File: src/rtl/mavg_pkg.sv
// Shared constants, mode encoding and width helper for the moving-average filter.
package mavg_pkg;

    localparam int unsigned DEF_DATA_W     = 2;
    localparam int unsigned DEF_NUM_CH     = 3;
    localparam int unsigned DEF_LOG2_DEPTH = 2;

    typedef enum logic {
        MODE_SUM  = 1'b0,
        MODE_MEAN = 1'b1
    } mode_e;

    // Accumulator width that holds DEPTH full-scale samples without wrapping.
    function automatic int unsigned acc_w(input int unsigned data_w,
                                          input int unsigned log2_depth);
        return data_w + log2_depth;
    endfunction

endpackage

File: src/rtl/mavg_channel.sv
// One channel of the moving-average filter: zero-prefilled circular buffer
// plus a running window sum, indexed by the shared write pointer.
module mavg_channel
    import mavg_pkg::*;
#(
    parameter int unsigned DATA_W     = DEF_DATA_W,
    parameter int unsigned LOG2_DEPTH = DEF_LOG2_DEPTH
) (
    input  logic                                     clk,
    input  logic                                     rst_n,
    input  logic                                     clear,
    input  logic                                     in_valid,
    input  logic [LOG2_DEPTH-1:0]                    wptr,
    input  logic [DATA_W-1:0]                        sample,
    output logic [acc_w(DATA_W, LOG2_DEPTH)-1:0]     sum_nxt
);

    localparam int unsigned ACC_W = acc_w(DATA_W, LOG2_DEPTH);
    localparam int unsigned DEPTH = 2 ** LOG2_DEPTH;

    logic [DATA_W-1:0] buf_q [DEPTH];
    logic [ACC_W-1:0]  sum_q;

    // The overwritten entry is the oldest sample, or zero during warm-up.
    always_comb begin
        sum_nxt = sum_q + ACC_W'(sample) - ACC_W'(buf_q[wptr]);
    end

    always_ff @(posedge clk) begin
        if (rst_n || clear) begin
            for (int unsigned i = 0; i < DEPTH; i++) begin
                buf_q[i] <= '0;
            end
            sum_q <= '0;
        end else if (in_valid) begin
            buf_q[wptr] <= sample;
            sum_q       <= sum_nxt;
        end
    end

endmodule

File: src/rtl/moving_avg_filter.sv
// Multi-channel moving-average filter: per-channel window sum or mean,
// registered with a one-cycle valid strobe and a combinational output gate.
module moving_avg_filter
    import mavg_pkg::*;
#(
    parameter int unsigned DATA_W     = DEF_DATA_W,
    parameter int unsigned NUM_CH     = DEF_NUM_CH,
    parameter int unsigned LOG2_DEPTH = DEF_LOG2_DEPTH
) (
    input  logic                                          clk,
    input  logic                                          rst_n,
    input  logic                                          clear,
    input  logic                                          in_valid,
    input  logic [NUM_CH*DATA_W-1:0]                      in_data,
    input  logic                                          mode,
    input  logic                                          out_en,
    output logic                                          out_valid,
    output logic [NUM_CH*acc_w(DATA_W, LOG2_DEPTH)-1:0]   out_data,
    output logic                                          out_full,
    output logic [LOG2_DEPTH:0]                           count
);

    localparam int unsigned ACC_W = acc_w(DATA_W, LOG2_DEPTH);
    localparam logic [LOG2_DEPTH:0] DEPTH_CNT = (LOG2_DEPTH+1)'(1) << LOG2_DEPTH;

    logic [LOG2_DEPTH-1:0]      wptr_q;
    logic [LOG2_DEPTH:0]        count_q;
    logic                       out_valid_q;
    logic [NUM_CH*ACC_W-1:0]    out_data_q;
    logic [NUM_CH*ACC_W-1:0]    result;
    logic                       mean_sel;

    assign mean_sel = (mode_e'(mode) == MODE_MEAN);

    for (genvar c = 0; c < NUM_CH; c++) begin : g_ch
        logic [ACC_W-1:0] sum_nxt;

        mavg_channel #(
            .DATA_W    (DATA_W),
            .LOG2_DEPTH(LOG2_DEPTH)
        ) u_ch (
            .clk     (clk),
            .rst_n   (rst_n),
            .clear   (clear),
            .in_valid(in_valid),
            .wptr    (wptr_q),
            .sample  (in_data[c*DATA_W +: DATA_W]),
            .sum_nxt (sum_nxt)
        );

        // Mean always divides by DEPTH, so empty warm-up slots count as zero.
        assign result[c*ACC_W +: ACC_W] = mean_sel ? (sum_nxt >> LOG2_DEPTH) : sum_nxt;
    end

    always_ff @(posedge clk) begin
        if (rst_n || clear) begin
            wptr_q      <= '0;
            count_q     <= '0;
            out_valid_q <= 1'b0;
            out_data_q  <= '0;
        end else begin
            out_valid_q <= in_valid;
            if (in_valid) begin
                wptr_q     <= wptr_q + LOG2_DEPTH'(1);
                out_data_q <= result;
                if (count_q != DEPTH_CNT) begin
                    count_q <= count_q + (LOG2_DEPTH+1)'(1);
                end
            end
        end
    end

    assign out_valid = out_en & out_valid_q;
    assign out_data  = out_en ? out_data_q : '0;
    assign out_full  = (count_q == DEPTH_CNT);
    assign count     = count_q;

endmodule

File: config.mk
export PLATFORM = sky130hd
export DESIGN_NAME = moving_avg_filter
export DESIGN_NICKNAME = d
export VERILOG_FILES = /design/src/rtl/mavg_pkg.sv /design/src/rtl/mavg_channel.sv /design/src/rtl/moving_avg_filter.sv
export SDC_FILE = /design/constraint.sdc
export NUM_CORES = 1
export LEC_CHECK = 0
export CORE_MARGIN = 1.5
export CORE_UTILIZATION = 51
export CTS_CLUSTER_SIZE = 40
export DETAILED_ROUTE_END_ITERATION = 8
export GPL_ROUTABILITY_DRIVEN = 0
export PLACE_DENSITY = 0.75
export SLEW_MARGIN = 15
export SYNTH_ARGS = -nofsm -noshare
export SYNTH_HDL_FRONTEND = slang
export SYNTH_SLANG_ARGS = --single-unit
File: constraint.sdc
create_clock -name clk -period 2.5 [get_ports clk]
set_input_delay 0.25 -clock clk [delete_from_list [all_inputs] [get_ports clk]]
set_output_delay 0.25 -clock clk [all_outputs]
set_load 0.1 [all_outputs]
==> impl_metrics.tcl, run 1 <==
set metrics [dict create \
    cp-start-kind "register" \
    synth_simple_gate_area_share_pct 18.28 \
    drc_errors 0 \
    arrival_ns 2.81 \
    end_kind "register" \
    worstSetupPathType "reg2reg" \
    avgSynthCellArea_um2 10.32 \
    post_dp_cell_area_um2 3387 \
    clockPowerShare_pct 21.6 \
    area.growth.synth_to_final_pct 28.16 \
    path_clk_slew_ns 0.10 \
    synth_warnings 0 \
    final_nets 361 \
    final_cell_mix "buf_4 (35), and2_1 (31), dfxtp_1 (31)" \
    htreeDepth 2 \
    layout.cell_area.non_filler_um2 3781 \
    cts_made_buffers 5 \
    cts-root-buf "clkbuf_8" \
    syn_inst 286 \
    peakVddDrop_v 0.0003555 \
    ys_ff_latch 56 \
    synth-compound-area-share_pct 7.337 \
    p_int_uw 1545 \
    viasPerCell 5.351 \
    diodes 0 \
    fin_ws_ns -0.06919 \
    slew_headroom_pct 63.58 \
    leakage_uw 0.001513 \
    wl_per_cell_um 16.27 \
    synth_nets 318 \
    dieArea_um2 6250 \
    synth.distinct_cells 29 \
    max_clock_freq_ghz 0.3892 \
    clk_latency_ns 0.31 \
    drtPass1Iterations 4 \
    finalHoldViolCount 0 \
    fin_tns_setup_ns -0.4249 \
    mappedNetlistArea_um2 2950 \
    outcome "finished, violations left" \
    grt_setup_unrepaired "yes" \
    globalRouteTotalUtil_pct 21.74 \
    grt_pass1_wl_um 10230 \
    grt_pass1_vias 2142 \
    maxCapViolations 0 \
    hp-class "reg2reg" \
    fin_crit_sh_pct 102.8 \
    seqPwrFrac_pct 46.1 \
    fp.coreArea_um2 5540 \
    synth_top_family_by_area "simple AND/OR/NAND/NOR gates" \
    crit_slowest_cell "fa_2" \
    path_cells "buf_12 > mux4_2 > fa_1 > inv_2 > fa_2 > inv_2 > o21ai_1 > o21ai_1 > a21oi_1" \
    wirelength_um 6540 \
    tightest_slew_ns 0.5446 \
    p_per_area_nw_per_um2 591.3 \
    portBuffers 28 \
    overflow 0 \
    finalSetupViolations 10 \
    slowest_delay_ns 0.58 \
    io_pins 29 \
    die_h_um 79.06 \
    final_common_cell "buf_4" \
    rows 27 \
    finalCriticalPeriod_ns 2.569 \
    ant_nets 0 \
    vias 2151 \
    clock-sinks 56 \
    yosys.area_share.adder_pct 10.01 \
    synthMuxAreaShare_pct 9.330 \
    p_sw_uw 690.7 \
    hpwlAfterDp_um 4362 \
    clock_path_buffers 2 \
    yosysSeqAreaShare_pct 46.14 \
    p_comb_share_pct 32.3 \
    drtIter0Drc 103 \
    tritoncts "built" \
    grt_max_degree 36 \
    violations "setup timing" \
    path_max_fanout 5 \
    antenna_found_initial 0 \
    netSwitchingFraction_pct 30.89 \
    start_util_pct 53.25 \
    die_x_um 79.06 \
    fin_skew_ns 0.008714 \
    drive_gt1_share_pct 30.30 \
    finalMaxSlewViolations 0 \
    required_ns 2.74 \
    synth_xor_area_share_pct 2.969 \
    hold_buffers 0 \
]
[power groups by stage]
| stage | clock network [uW] | registers, uW | logic [uW] |
|---|---|---|---|
| 2_1_floorplan | 0 | 1050 | 363 |
| 3_3_place_gp | 0 | 1050 | 494 |
| 3_5_place_dp | 0 | 1050 | 509 |
| 4_1_cts | 500 | 1030 | 618 |
| 5_1_grt | 530 | 1040 | 782 |
| 6_report | 483 | 1030 | 723 |
[worst max-delay path, delay by kind of cell, from the launching register on]
| family | cells | cell delay [ns] |
|---|---|---|
| adders and majority gates | 2 | 1.10 |
| buffers and inverters | 3 | 0.21 |
| muxes | 1 | 0.50 |
| AOI/OAI and AO/OA | 3 | 0.34 |
| DFF | 1 | 0.36 |
[area by class of cell]
| type | instances | area (um2) |
|---|---|---|
| multi-input cells | 187 | 1700 |
| clock buffers | 6 | 72.57 |
| repair buffers | 50 | 435.4 |
| well taps | 72 | 90.09 |
| flip-flops and latches | 56 | 1363 |
| inverters | 29 | 108.9 |
| fillers | 427 | 1759 |
| clock inverters | 2 | 11.26 |
[sequential cells by signal, summed over array words and instances (netlist names), named ones only]
register         cells
wptr_q               2
g_ch.u_ch.buf_q     24
out_data_q          12
g_ch.u_ch.sum_q     12
out_valid_q          1
count                3
[kinds of logic (layout without fill, tap and decap cells)]
| logic type | after synthesis | after routing |
|---|---|---|
| AND/OR/NAND/NOR | 97 | 97 |
| multiplexers | 20 | 20 |
| AO/OA/AOI/OAI | 40 | 40 |
| XOR/XNOR | 10 | 10 |
| buffers and inverters | 43 | 87 |
| flip-flops | 56 | 56 |
| adder cells (fa/ha/maj) | 20 | 20 |
[per-layer routing]
layer  global-route usage, %  part of all wire [%]
met4                   6.842                   1.1
met2                   38.12                    54
met1                   27.15                    43
met3                   3.908                   2.7
met5                       0                     0
[worst paths after layout]
check	depth (start not counted)	end	from	slack, ns
max reg2reg	9	out_data_q[9]	register	-0.07
min reg2reg	2	out_data_q[7]	out_data_q[7]	0.47
min	2	out_data_q[7]	out_data_q[7]	0.47
max	9	out_data_q[9]	register	-0.07
[stage by stage]
step           hold slack, ns  setup WS (ns)  power (uW)  cells  util, %
2_1_floorplan          0.4260       0.003327        1411    286        -
3_3_place_gp           0.4537        -0.1395        1543    390    61.13
3_5_place_dp           0.4561        -0.1673        1560    390    61.13
4_1_cts                0.4746       -0.08862        2148    400    66.10
5_1_grt                0.5047        -0.1560        2348    402    68.25
6_report               0.4713       -0.06919        2236    402    68.25
[cells in the mapped netlist, drive strengths merged]
cell | instances | share of area (%)
nor2b | 2 | 0.42
nor4 | 3 | 0.64
nand2b | 5 | 1.1
buf | 6 | 1.2
o21ai | 16 | 2.7
nand2 | 6 | 0.76
fa | 6 | 4.1
or2 | 1 | 0.21
a21boi | 1 | 0.38
ha | 14 | 5.9
or3 | 3 | 0.64
and3 | 12 | 2.5
a21oi | 19 | 3.2
inv | 29 | 3.7
a211oi | 4 | 1.0
mux4 | 6 | 4.6
dfxtp | 32 | 22
mux2i | 14 | 4.7
edfxtp | 24 | 24
nor4b | 1 | 0.81
clkbuf | 8 | 1.0
and2 | 31 | 6.6
nor2 | 27 | 3.4
nor3 | 1 | 0.17
xnor2 | 8 | 2.4
nand3 | 4 | 0.68
and4b | 1 | 0.34
xor2 | 2 | 0.59
[what timing repair did]
| action | in CTS | in global routing |
|---|---|---|
| pin swaps | 31 | 18 |
| setup buffers | 2 | 2 |
| resized for setup | 49 | 19 |
| endpoints found under the setup margin | 17 | 17 |
Power figures use the tool's default switching activity.
==> inputs of run 2 (changes only) <==
- GPL_ROUTABILITY_DRIVEN: 0 -> 1
==> results of run 2 <==
Same layout as run 1: the final DEF is identical, and so are final timing and power.
